### config.mk
export PLATFORM = sky130hd
export DESIGN_NAME = store_sequencer_flat
export DESIGN_NICKNAME = d
export VERILOG_FILES = /design/src/rtl/store_sequencer_if.sv /design/src/rtl/store_sequencer.sv /design/src/flat_wrapper.sv
export SDC_FILE = /design/constraint.sdc
export NUM_CORES = 1
export LEC_CHECK = 0
export BUFFER_PORTS_ARGS = -buffer_cell sky130_fd_sc_hd__buf_2
export CAP_MARGIN = 10
export CORE_ASPECT_RATIO = 2
export CORE_MARGIN = 2
export CORE_UTILIZATION = 44
export CTS_CLUSTER_DIAMETER = 120
export DETAILED_ROUTE_END_ITERATION = 10
export MAX_ROUTING_LAYER = met4
export PLACE_DENSITY_LB_ADDON = 0.12
export SLEW_MARGIN = 20
export SYNTH_ARGS = -nofsm -noshare
export SYNTH_HDL_FRONTEND = slang
export SYNTH_SLANG_ARGS = --single-unit
export TNS_END_PERCENT = 30
### constraint.sdc
create_clock -name clk -period 1.64 [get_ports clk]
set_input_delay 0.082 -clock clk [delete_from_list [all_inputs] [get_ports clk]]
set_output_delay 0.082 -clock clk [all_outputs]
set_load 0.01 [all_outputs]
### src/rtl/store_sequencer_if.sv
// Bus bundle for store_sequencer: store request, operands and the memory port.
interface store_sequencer_if;
  logic        start;
  logic [1:0]  store_type;
  logic [31:0] addr;
  logic [31:0] b_data;
  logic [31:0] mem_rdata;
  logic [31:0] mem_addr;
  logic        mem_wr;
  logic [31:0] mem_wdata;
  logic        busy;
  logic        done;
  logic        err;

  modport master (
    output start, store_type, addr, b_data, mem_rdata,
    input  mem_addr, mem_wr, mem_wdata, busy, done, err
  );

  modport slave (
    input  start, store_type, addr, b_data, mem_rdata,
    output mem_addr, mem_wr, mem_wdata, busy, done, err
  );
endinterface

### src/rtl/store_sequencer.sv
// Store sequencer: word stores write directly; half/byte stores read-modify-write
// the target word through a one-cycle-latency memory port.
module store_sequencer (
  input  logic              clk,
  input  logic              reset_n,
  store_sequencer_if.slave  bus
);

  typedef enum logic [2:0] {
    IDLE = 3'd0,
    RD   = 3'd1,
    WAIT = 3'd2,
    WR   = 3'd3,
    DONE = 3'd4
  } state_t;

  localparam logic [1:0] TYPE_SW = 2'b01;
  localparam logic [1:0] TYPE_SH = 2'b10;
  localparam logic [1:0] TYPE_SB = 2'b11;

  state_t      state, state_nxt;
  logic [1:0]  type_q;
  logic [31:0] addr_q;
  logic [31:0] data_q;
  logic [31:0] mdr;

  always_ff @(posedge clk or negedge reset_n) begin
    if (!reset_n) begin
      state  <= IDLE;
      type_q <= '0;
      addr_q <= '0;
      data_q <= '0;
      mdr    <= '0;
    end else begin
      state <= state_nxt;
      if (state == IDLE && bus.start) begin
        type_q <= bus.store_type;
        addr_q <= bus.addr;
        data_q <= bus.b_data;
      end
      // Read data arrives the cycle after RD presents the address.
      if (state == WAIT) begin
        mdr <= bus.mem_rdata;
      end
    end
  end

  // Outputs depend only on state and captured registers, never on live inputs.
  always_comb begin
    state_nxt     = state;
    bus.busy      = 1'b1;
    bus.done      = 1'b0;
    bus.err       = 1'b0;
    bus.mem_wr    = 1'b0;
    bus.mem_addr  = '0;
    bus.mem_wdata = '0;
    case (state)
      IDLE: begin
        bus.busy = 1'b0;
        if (bus.start) begin
          case (bus.store_type)
            TYPE_SW:          state_nxt = WR;
            TYPE_SH, TYPE_SB: state_nxt = RD;
            default:          state_nxt = DONE;
          endcase
        end
      end
      RD: begin
        bus.mem_addr = addr_q;
        state_nxt    = WAIT;
      end
      WAIT: begin
        bus.mem_addr = addr_q;
        state_nxt    = WR;
      end
      WR: begin
        bus.mem_wr   = 1'b1;
        bus.mem_addr = addr_q;
        case (type_q)
          TYPE_SH: bus.mem_wdata = {mdr[31:16], data_q[15:0]};
          TYPE_SB: bus.mem_wdata = {mdr[31:8], data_q[7:0]};
          default: bus.mem_wdata = data_q;
        endcase
        state_nxt = DONE;
      end
      DONE: begin
        bus.done  = 1'b1;
        bus.err   = (type_q == 2'b00);
        state_nxt = IDLE;
      end
      default: begin
        bus.busy  = 1'b0;
        state_nxt = IDLE;
      end
    endcase
  end

endmodule

### src/flat_wrapper.sv
// flat-port wrapper written by rule: the top's interface ports become plain ports
module store_sequencer_flat 
  (clk, reset_n, bus_start, bus_store_type, bus_addr, bus_b_data, bus_mem_rdata, bus_mem_addr, bus_mem_wr, bus_mem_wdata, bus_busy, bus_done, bus_err);
  store_sequencer_if bus_i ();
  input  logic clk;
  input  logic reset_n;
  input wire logic [$bits(bus_i.start)-1:0] bus_start;
  input wire logic [$bits(bus_i.store_type)-1:0] bus_store_type;
  input wire logic [$bits(bus_i.addr)-1:0] bus_addr;
  input wire logic [$bits(bus_i.b_data)-1:0] bus_b_data;
  input wire logic [$bits(bus_i.mem_rdata)-1:0] bus_mem_rdata;
  output wire logic [$bits(bus_i.mem_addr)-1:0] bus_mem_addr;
  output wire logic [$bits(bus_i.mem_wr)-1:0] bus_mem_wr;
  output wire logic [$bits(bus_i.mem_wdata)-1:0] bus_mem_wdata;
  output wire logic [$bits(bus_i.busy)-1:0] bus_busy;
  output wire logic [$bits(bus_i.done)-1:0] bus_done;
  output wire logic [$bits(bus_i.err)-1:0] bus_err;
  assign bus_i.start = bus_start;
  assign bus_i.store_type = bus_store_type;
  assign bus_i.addr = bus_addr;
  assign bus_i.b_data = bus_b_data;
  assign bus_i.mem_rdata = bus_mem_rdata;
  assign bus_mem_addr = bus_i.mem_addr;
  assign bus_mem_wr = bus_i.mem_wr;
  assign bus_mem_wdata = bus_i.mem_wdata;
  assign bus_busy = bus_i.busy;
  assign bus_done = bus_i.done;
  assign bus_err = bus_i.err;
  store_sequencer u_core (.clk(clk), .reset_n(reset_n), .bus(bus_i));
endmodule
### After elaboration in Yosys (flattened, before gate mapping)

Cells that the tools add are included.

| storage, ports and cells | value |
|---|---|
| logic and storage cells | 31 |
| register bits after elaboration | 101 |

| operators by class | value |
|---|---|
| equal/unequal tests | 10 |
| reduce and logical (&&, ||, !) cells | 6 |
| mux-type cells | 10 |

Operators by type and width:

| operator | count |
|---|---|
| 32-bit two-way mux | 2 |
| 32-bit one-hot mux with 2 select lines | 1 |
| 3-bit one-hot mux with 4 select lines | 1 |
| 2-bit equality test (second input constant) | 4 |
| 3-bit by 2-bit equality test with 1-bit output (second input constant) | 2 |
| 3-bit one-hot mux with 2 select lines | 1 |
| 1-bit two-way mux | 4 |
| 4-bit OR reduction | 1 |
| 3-bit by 1-bit equality test with 1-bit output (second input constant) | 1 |
| 3-bit equality test (second input constant) | 1 |
| 3-bit zero test | 1 |
| 3-bit two-way mux | 1 |
| 3-bit OR reduction | 1 |
| 2-bit by 1-bit equality test with 1-bit output (second input constant) | 1 |
| 2-bit zero test | 1 |
| 2-bit != test (second input constant) | 1 |
| 2-bit OR reduction | 1 |
| 1-bit logical AND | 1 |

### Logic depth before layout (Yosys ltp)

Gate-level depths: netlist (run 1).

| logic depth | value |
|---|---|
| word-level depth | 5 |
| mapped depth | 5 |

### Worst setup path before layout (run 1)

No wires, ideal clock.

| path | value |
|---|---|
| kind | flip-flop to flip-flop |
| start | register u_core.state[0] |
| end | register u_core.addr_q[10] |
| library setup time | 125 ps |
| buffers on the path | 3 |
| arrival time | 1,421 ps |
| setup slack | 94 ps |
| cell stages (with the launch flop) | 6 |
| cell sequence | dfrtp_1 -> buf_6 -> nor4b_4 -> buf_6 -> buf_12 -> mux2_2 |

| between the ends | value |
|---|---|
| longest elaborated chain between the ends | 2 |

Ends and longest elaborated chain:

| item | RTL line | RTL |
|---|---|---|
| start, declared | store_sequencer.sv:21 | `state_t state, state_nxt;` |
| start signal, assigned | store_sequencer.sv:35 | `state <= state_nxt;` |
| 3-bit zero test | store_sequencer.sv:36 | `if (state == IDLE && bus.start) begin` |
| 1-bit logical AND | store_sequencer.sv:36 |  |
| end signal, assigned | store_sequencer.sv:38 | `addr_q <= bus.addr;` |
| end, declared | store_sequencer.sv:23 | `logic [31:0] addr_q;` |

No other way between the ends.
A chain may end at the register's enable or synchronous reset.

### Final worst setup path (run 1)

| path | value |
|---|---|
| start | register u_core.state[2] |
| end | register u_core.data_q[29] |

| between the ends | value |
|---|---|
| longest elaborated chain between the ends | 2 |

Ends and longest elaborated chain:

| item | RTL line | RTL |
|---|---|---|
| 3-bit zero test | store_sequencer.sv:36 |  |
| 1-bit logical AND | store_sequencer.sv:36 |  |
| end signal, assigned | store_sequencer.sv:39 | `data_q <= bus.b_data;` |
| end, declared | store_sequencer.sv:24 | `logic [31:0] data_q;` |

No other way between the ends.

==> results of run 1 <==
placed cells by master, fill, tap and decap left out, drive strengths merged, types with 8 or more instances in the layout:
cell type / synthesis / layout
dlygate4sd3: 0 / 90
and2: 41 / 41
mux2: 90 / 90
buf: 15 / 183
clkbuf: 8 / 16
dfrtp: 93 / 93
nand3: 8 / 8
mux2i: 16 / 16
nor2: 18 / 18
a21bo: 8 / 8
a21oi: 9 / 9
final cells by class:
| cell class | count | area [sq um] | area share, % |
|---|---|---|---|
| Inverter | 2 | 10.0 | 0.140 |
| Timing Repair Buffer | 277 | 2250 | 31.5 |
| Sequential cell | 93 | 2330 | 32.7 |
| Tap cell | 132 | 165 | 2.32 |
| Multi-Input combinational cell | 202 | 2060 | 28.8 |
| Clock buffer | 12 | 267 | 3.74 |
| Clock inverter | 4 | 53.8 | 0.755 |
worst reg2reg max path, cell delays in order, from the launching register on:
cell and delay [ns]:
dfrtp_1 0.42, buf_4 0.16, nor4b_4 0.29, buf_6 0.22
clkbuf_16 0.24, mux2_4 0.32
repair_timing:
item / 4_1_cts / 5_1_grt
buffers inserted: 6 / 2
endpoints found under the setup margin: 65 / 144
gates resized for setup: 49 / 61
pin swaps: 6 / 16
hold endpoints to repair: 115 / 0
cloned: 2 / 4
hold buffers: 90 / 0
power by group:
group,internal (mW),leakage [nW],switching [mW]
clock network,1.31,0.151,0.860
logic,4.16,2.09,3.11
registers,3.50,1.10,0.718
total,8.97,3.34,4.68
metal layers:
metal	global-route usage, %	wire, um	vias up
li1	-	-	1628
met1	21.8	4550	1741
met2	40.9	7070	104
met3	3.76	434	15
met4	8.08	229	0
met5	-	0	-
Yosys cell counts, drive strengths merged:
cell    number  area [sq um]
o21ba        1          10.0
buf         15           190
a21bo        8          80.1
nor3b        1          18.8
inv          2          7.51
nor4b        1          23.8
o21ai        1          5.00
mux2        90          1020
o31ai        1          7.51
and3         1          6.26
a21o         1          7.51
nand3b       2          15.0
a211oi       1          7.51
nand3        8          40.0
nor2        18          67.6
a21oi        9          45.0
dfrtp       93          2330
xnor2        1          8.76
clkbuf       8          30.0
and2        41           257
mux2i       16           160
or4b         1          13.8
registers in the layout, summed over array words and instances, names as in the netlist:
| register | count |
|---|---|
| u_core.addr_q | 32 |
| u_core.data_q | 32 |
| u_core.mdr | 24 |
| u_core.state | 3 |
| u_core.type_q | 2 |
kinds of logic after synthesis:
logic type,count (synthesis)
mux,106
flops,93
simple gates,73
buf+inv,25
compound gates,22
xor+xnor,1
worst min path at each step:
| stage | startpoint | endpoint | slack (ns) |
|---|---|---|---|
| global route | bus_mem_rdata[30] | u_core.mdr[30] | 0.006 |
| CTS | bus_mem_rdata[30] | u_core.mdr[30] | 0.002 |
| detailed placement | reset_n | u_core.mdr[21] | 0.04 |
| floorplan | reset_n | u_core.addr_q[0] | -0.21 |
| global placement | reset_n | u_core.data_q[17] | 0.04 |
| finish | bus_mem_rdata[30] | u_core.mdr[30] | 0.007 |
metrics by stage:
step / setup slack, ns / instance area [sq um]
after global placement: 0.0608 / 5260
final: -0.110 / 7130
after global routing: -0.137 / 7130
after CTS: -0.0382 / 6740
after floorplan: 0.0942 / 4350
after detailed placement: 0.0542 / 5260
==> reports/qor.yml, run 1 <==
clock_tree:
  cts_sinks: 93
  htreeDepth: 3
  clock_path_buffers: 2
  cts_tree: "built"
  clk_pin_slew_ns: 0.06
  cts_buffers: 9
  clk_latency_ns: 0.34
  root_buffer: "clkbuf_16"
critical_path:
  setup.worst_path.start: "u_core.state[2]"
  cp.depth: 5
  crit_chain: "buf_4 > nor4b_4 > buf_6 > clkbuf_16 > mux2_4"
  reg2reg_depth: 5
  r2r_start: "u_core.state[2]"
  worst_path_largest_cell_delay_ns: 0.42
  crit_required_ns: 1.86
  critPathTopFamily: "buffers and inverters"
  start_kind: "flip-flop"
  critical_path.max_fanout: 16
  worstSetupEndpoint: "u_core.data_q[29]"
  criticalPathCategory: "reg -> reg"
  path_buf_inv: 3
  regToRegSetupSlack_ns: -0.11
  cp_slowest_cell: "dfrtp_1"
  crit_arrival_ns: 1.97
  crit_path_end_kind: "flip-flop"
  reg2reg_to: "u_core.data_q[29]"
floorplanning:
  coreArea_sq_um: 9700
  dieArea_sq_um: 10700
  ios: 169
  die_w_um: 74.3
  start_util_pct: 44.8
  row_count: 51
  die_h_um: 145
sta:
  rsz0062_at_grt: "true"
  max_slew_margin_pct: 71.8
  fmax_mhz: 571
  holdWs_ns: 0.00681
  hold_violations: 0
  layout_min_cycle_time_ns: 1.75
  clock_skew_ns: 0.00839
  setup_viol: 123
  slew_violations: 0
  fin_crit_sh_pct: 107
  worst_slack_ns: -0.110
  setup_tns_ns: -6.26
  worstMarginPinSlew_ns: 0.423
logic_synthesis:
  yosysWarnings: 0
  synth_top_family_by_area: "multiplexers"
  synthSimpleGateAreaFrac_pct: 10.2
  synthAdderAreaFrac_pct: 0
  syn_avg_cell_area_sq_um: 13.6
  synth_compound_area_share_pct: 3.74
  syn_area_sq_um: 4350
  synth-seq-cells: 93
  synthMuxAreaShare_pct: 27.2
  syn_inst: 320
  synth_nets: 421
  ys_seq_area_share_pct: 53.5
  synth-xor-area-share_pct: 0.201
  synth.distinct_cells: 26
power:
  power.density_nw_per_um2: 1920
  ir_drop_mv: 1.52
  leakagePower_nw: 3.34
  total_power_mw: 13.7
layout:
  area_delta_synth_final_pct: 63.9
  fin_util_pct: 73.5
  drive_above_1_share_pct: 57.5
  n_antenna_cell: 0
  fillers: 666
  fin_cells: 722
  layout.nets: 686
job:
  drv_cap: 0
drt:
  drc_errors: 0
  ant_nets: 0
  route.vias.total: 3488
  drt-initial-drc-count: 94
  firstDrtPassIters: 4
  wl_per_cell_um: 17.0
  viasPerCell: 4.83
  wl_um: 12300
global_route:
  grt_use_total_pct: 21.8
  grt_max_degree: 49
  grt_pass1_wl_um: 17400
  first_global_vias: 3698
  antenna_found_initial: 0
  gr-total-overflow: 0
run_status:
  violations: "setup timing"
  status: "finished with violations"
placed_design:
  placed_cells: 602
  dp_hpwl_um: 6930
  numPortBuffers: 160
  place.gp.congestion: 0.775
worst_hold_path:
  hold_depth: 2
  hold_class: "in -> reg"
No activity file was read; power rests on OpenSTA's default activity.
==> inputs of run 2 (changes only) <==
- CTS_CLUSTER_SIZE: default -> 25
- clock period: 1.64 -> 1.6 ns (I/O delays scaled with it)
==> reports/qor.yml, run 2 (synthesis results as in run 1) <==
layout:
  fin_util_pct: 73.4  # -0.10 points
  largest_registers: "u_core.addr_q x32, u_core.data_q x32, u_core.mdr x24"
  fin_cells: 734  # +1.7%
  mostFrequentLayoutCell: "buf_2"
  layout.nets: 698  # +1.7%
  n_antenna_cell: 0  # unchanged
  mostFrequentLayoutCells: "147 x buf_2, 91 x dlygate4sd3_1, 91 x dfrtp_1, 64 x mux2_2, 37 x and2_1"
  design_area_sq_um: 7120  # -0.14%
  area_delta_synth_final_pct: 63.7
  drive_above_1_share_pct: 55.5  # -2.0 points
floorplanning:
  dieArea_sq_um: 10700  # unchanged
  row_count: 51  # unchanged
  ios: 169  # unchanged
  coreArea_sq_um: 9700  # unchanged
  start_util_pct: 44.8  # unchanged
  die_h_um: 145  # unchanged
  die_w_um: 74.3  # unchanged
clock_tree:
  clk_pin_slew_ns: 0.07  # about the same
  clock_path_buffers: 2  # unchanged
  cts_tree: "built"
  htreeDepth: 3  # unchanged
  clk_latency_ns: 0.33  # about the same
  cts_sinks: 93  # unchanged
  cts_buffers: 9  # unchanged
  root_buffer: "clkbuf_16"
sta:
  worst_slack_ns: -0.104  # +0.00600 ns
  rsz0062_at_grt: "true"
  max_slew_margin_pct: 74.4  # +2.5 points
  setup_viol: 147  # +20%
  hold_violations: 0  # unchanged
  fin_crit_sh_pct: 106  # -0.21 points
  slew_violations: 0  # unchanged
  worstMarginPinSlew_ns: 0.385  # -0.0382 ns
  layout_min_cycle_time_ns: 1.70  # -0.0460 ns
  fmax_mhz: 587  # +2.7%
  holdWs_ns: 0.0477  # +0.0409 ns
  clock_skew_ns: 0.0117  # +0.00335 ns
worst_hold_path:
  hold_class: "in -> reg"
critical_path:
  criticalPathCategory: "reg -> reg"
  critical_path.max_fanout: 6  # -10
  start_kind: "flip-flop"
  crit_path_end_kind: "flip-flop"
  crit_required_ns: 1.82  # -0.04 ns
  crit_arrival_ns: 1.92  # -0.05 ns
global_route:
  grt_max_degree: 51  # +4.1%
  grt_pass1_wl_um: 17600  # +1.4%
  grt_use_total_pct: 22.2  # +0.42 points
  first_global_vias: 3689  # -0.24%
  antenna_found_initial: 0  # unchanged
  gr-total-overflow: 0  # unchanged
run_status:
  status: "finished with violations"
  violations: "setup timing"
drt:
  route.vias.total: 3553  # +1.9%
  wl_per_cell_um: 17.0  # about the same
  drt-initial-drc-count: 140  # +49%
  viasPerCell: 4.84  # +0.20%
  ant_nets: 0  # unchanged
  wl_um: 12500  # +1.6%
  firstDrtPassIters: 4  # unchanged
  drc_errors: 0  # unchanged
power:
  power.density_nw_per_um2: 1970  # +2.8%
  leakagePower_nw: 3.41  # +2.1%
  ir_drop_mv: 1.46  # -3.6%
placed_design:
  place.gp.congestion: 0.791  # +2.1%
  placed_cells: 609  # +1.2%
  dpl_cell_area_sq_um: 5320  # +1.2%
  numPortBuffers: 160  # unchanged
  dp_hpwl_um: 7080  # +2.1%
  pre_cts_ws_ns: 0.0402  # -0.0140 ns
job:
  drv_cap: 0  # unchanged
-- run 2: metrics by stage --
stage	power [mW]	setup TNS, ns
after floorplan	8.17	0
after global placement	9.82	0
after detailed placement	10.0	0
after CTS	13.2	-5.71
after global routing	14.8	-18.80
final	14.0	-7.54
-- run 2: timing repair --
item                                    in CTS  in global routing
endpoints found under the setup margin      64                154
endpoints found under the hold margin      113                  1
pin swaps                                   14                  8
cloned                                       2                  7
resized for setup                           45                 40
hold buffers                                90                  1
buffers inserted                             7                  2
-- run 2: area by class of cell --
type / count / area, sq um
Tap cell: 132 / 165
Timing Repair Buffer: 289 / 2330
Clock inverter: 4 / 55.1
Multi-Input combinational cell: 202 / 1970
Inverter: 2 / 15.0
Fill cell: 679 / 2580
Sequential cell: 93 / 2330
Clock buffer: 12 / 256
-- run 2: final timing paths --
check	slack (ns)	end	start	depth (start not counted)
hold / removal	0.05	u_core.state[1]	bus_start	3
min in group asynchronous	0.22	u_core.mdr[16]	reset_n	2
max in group asynchronous	0.77	u_core.state[2]	reset_n	3
hold reg to reg	0.49	u_core.mdr[19]	u_core.mdr[19]	1
setup / recovery	-0.10	u_core.data_q[20]	u_core.state[2]	5
setup reg to reg	-0.10	u_core.data_q[20]	u_core.state[2]	5
-- run 2: per-layer routing --
metal	part of all wire (%)	wire length, um	up-vias	track usage [%]
li1	-	-	1656	-
met1	37	4580	1769	23.8
met2	58	7220	113	40.7
met3	3.7	459	15	3.28
met4	1.8	224	0	7.61
met5	0	0	-	-
-- run 2: worst max-delay path: stages (launching register included) --
cell and delay [ns]:
dfrtp_2 0.43, buf_4 0.15, nor4b_4 0.29, buf_6 0.22
clkbuf_16 0.17, mux2_2 0.33
-- run 2: report_power, final --
| group | switching [mW] | internal (mW) | total (mW) | leakage, nW |
|---|---|---|---|---|
| combinational | 3.15 | 4.41 | 7.56 | 2.16 |
| sequential | 0.681 | 3.59 | 4.27 | 1.10 |
| clock | 0.881 | 1.31 | 2.19 | 0.149 |
==> inputs of run 3 (changes only) <==
- BUFFER_PORTS_ARGS: -buffer_cell sky130_fd_sc_hd__buf_2 -> -buffer_cell sky130_fd_sc_hd__buf_4
- clock period: 1.6 -> 1.4 ns (I/O delays scaled with it)
==> reports/qor.yml, run 3 (synthesis results as in run 1) <==
run_status:
  status: "finished with violations"
  violations: "setup timing"
clock_tree:
  cts_tree: "built"
  cts_sinks: 93  # unchanged
  clk_pin_slew_ns: 0.06  # about the same
  clock_path_buffers: 2  # unchanged
  root_buffer: "clkbuf_16"
  clk_latency_ns: 0.34  # about the same
  htreeDepth: 3  # unchanged
  cts_buffers: 9  # unchanged
floorplanning:
  die_h_um: 145  # unchanged
  ios: 169  # unchanged
  start_util_pct: 44.8  # unchanged
  dieArea_sq_um: 10700  # unchanged
  die_w_um: 74.3  # unchanged
  coreArea_sq_um: 9700  # unchanged
  row_count: 51  # unchanged
global_route:
  first_global_vias: 3849  # +4.3%
  grt_pass1_wl_um: 19600  # +11%
  grt_max_degree: 38  # -25%
  grt_use_total_pct: 25.1  # +2.9 points
  gr-total-overflow: 0  # unchanged
  antenna_found_initial: 0  # unchanged
placed_design:
  numPortBuffers: 160  # unchanged
  place.gp.congestion: 0.809  # +2.2%
  dpl_cell_area_sq_um: 6000  # +13%
  dp_hpwl_um: 7400  # +4.6%
power:
  pwr-share-clk_pct: 12.7  # -2.9 points
  power.density_nw_per_um2: 2270  # +15%
  p_seq_share_pct: 28.5  # -2.0 points
  leakagePower_nw: 3.65  # +6.9%
  p_int_mw: 11.7  # +26%
  total_power_mw: 17.4  # +24%
  p_switching_mw: 5.73  # +22%
  swShare_pct: 32.9  # -0.74 points
  combPwrFrac_pct: 58.8  # +4.9 points
  ir_drop_mv: 1.79  # +22%
drt:
  wl_um: 12800  # +2.3%
  route.vias.total: 3522  # -0.87%
  drt-initial-drc-count: 110  # -21%
  firstDrtPassIters: 4  # unchanged
  ant_nets: 0  # unchanged
  viasPerCell: 4.83  # -0.19%
  wl_per_cell_um: 17.5  # +3.0%
  drc_errors: 0  # unchanged
layout:
  mostFrequentLayoutCells: "138 x buf_4, 91 x dlygate4sd3_1, 90 x dfrtp_1, 72 x mux2_4, 40 x buf_6"
  fillers: 617  # -9.1%
  layout.nets: 693  # -0.72%
  design_area_sq_um: 7690  # +8.0%
  multi_input_area_sq_um: 2260  # +15%
  drive_above_1_share_pct: 60.3  # +4.8 points
  largest_registers: "u_core.addr_q x32, u_core.data_q x32, u_core.mdr x24"
  area_delta_synth_final_pct: 76.7
  mostFrequentLayoutCell: "buf_4"
  seq_area_sq_um: 2330  # about the same
  n_antenna_cell: 0  # unchanged
sta:
  layout_min_cycle_time_ns: 1.63  # -0.0733 ns
  clock_skew_ns: 0.00812  # -0.00361 ns
  fmax_mhz: 613  # +4.5%
  fin_crit_sh_pct: 116  # +10 points
  rsz0062_at_grt: "true"
  setup_viol: 158  # +7.5%
  hold_violations: 0  # unchanged
  worst_slack_ns: -0.231  # -0.127 ns
  max_slew_margin_pct: 82.1  # +7.7 points
  worstMarginPinSlew_ns: 0.261  # -0.123 ns
  slew_violations: 0  # unchanged
critical_path:
  crit_required_ns: 1.62  # -0.20 ns
  crit_path_end_kind: "flip-flop"
  criticalPathCategory: "reg -> reg"
  crit_arrival_ns: 1.85  # -0.07 ns
  critical_path.max_fanout: 7  # +1
  start_kind: "flip-flop"
job:
  drv_cap: 0  # unchanged
worst_hold_path:
  hold_class: "in -> reg"
-- run 3: changes by cell type in the layout (fill, tap and decap cells not counted), sizes merged --
cell      change
clkinvlp      +1
o21ba         +3
bufinv        -1
inv           -1
clkbuf        -5
clkinv        +2
buf           -4
-- run 3: path summary, 6_finish.rpt --
| check | from | slack, ns | cells past startpoint | endpoint |
|---|---|---|---|---|
| max | u_core.state[0] | -0.23 | 5 | u_core.data_q[12] |
| min | bus_start | 0.06 | 3 | u_core.state[1] |
| max reg2reg | u_core.state[0] | -0.23 | 5 | u_core.data_q[12] |
| min reg2reg | u_core.addr_q[31] | 0.50 | 1 | u_core.addr_q[31] |
| max in group asynchronous | reset_n | 0.73 | 3 | u_core.mdr[15] |
| min in group asynchronous | reset_n | 0.13 | 2 | u_core.mdr[16] |
-- run 3: metrics by stage --
stage	TNS (ns)	worst slack, ns	hold slack (ns)	std cells	utilization (%)
after floorplan	-9.06	-0.131	-0.226	320	-
after global placement	-14.16	-0.155	-0.0529	611	61.8
after detailed placement	-18.41	-0.204	-0.0504	611	61.8
after CTS	-25.75	-0.213	0.0273	727	78.6
after global routing	-36.94	-0.299	0.0646	729	79.2
final	-26.93	-0.231	0.0564	729	79.2
-- run 3: power groups by stage --
| stage | Clock [mW] | Sequential, mW | Combinational, mW |
|---|---|---|---|
| global placement | 0 | 4.84 | 7.80 |
| CTS | 2.27 | 4.93 | 10.0 |
| detailed placement | 0 | 4.89 | 7.96 |
| global route | 2.39 | 5.12 | 10.8 |
| floorplan | 0 | 4.58 | 5.52 |
| finish | 2.22 | 4.97 | 10.2 |
-- run 3: layout make-up --
cell class	instances	share of cell area, %
repair buffers	281	34.5
flip-flops and latches	93	30.3
multi-input cells	205	29.4
clock buffers	11	3.03
well taps	132	2.15
clock inverters	5	0.488
inverters	2	0.130
-- run 3: timing repair --
item | CTS | global route
endpoints found under the setup margin | 158 | 159
hold buffers | 91 | 0
setup buffers | 4 | 1
resized for setup | 108 | 6
pin swaps | 31 | 17
hold endpoints to repair | 184 | 0
gates cloned | 5 | 1
-- run 3: critical path, cell delays in order, from the launching register on --
cell       delay (ns)
dfrtp_1          0.41
buf_6            0.14
nor4b_4          0.27
buf_6            0.21
clkbuf_16        0.18
mux2_4           0.30
-- run 3: layer usage --
metal  part of all wire, %  GRT usage, %  up-vias
met1                    40          29.7     1745
met4                   2.0          8.93        0
met3                   4.3          4.88       19
met2                    54          42.2      108
met5                     0             -        -
li1                      -             -     1650
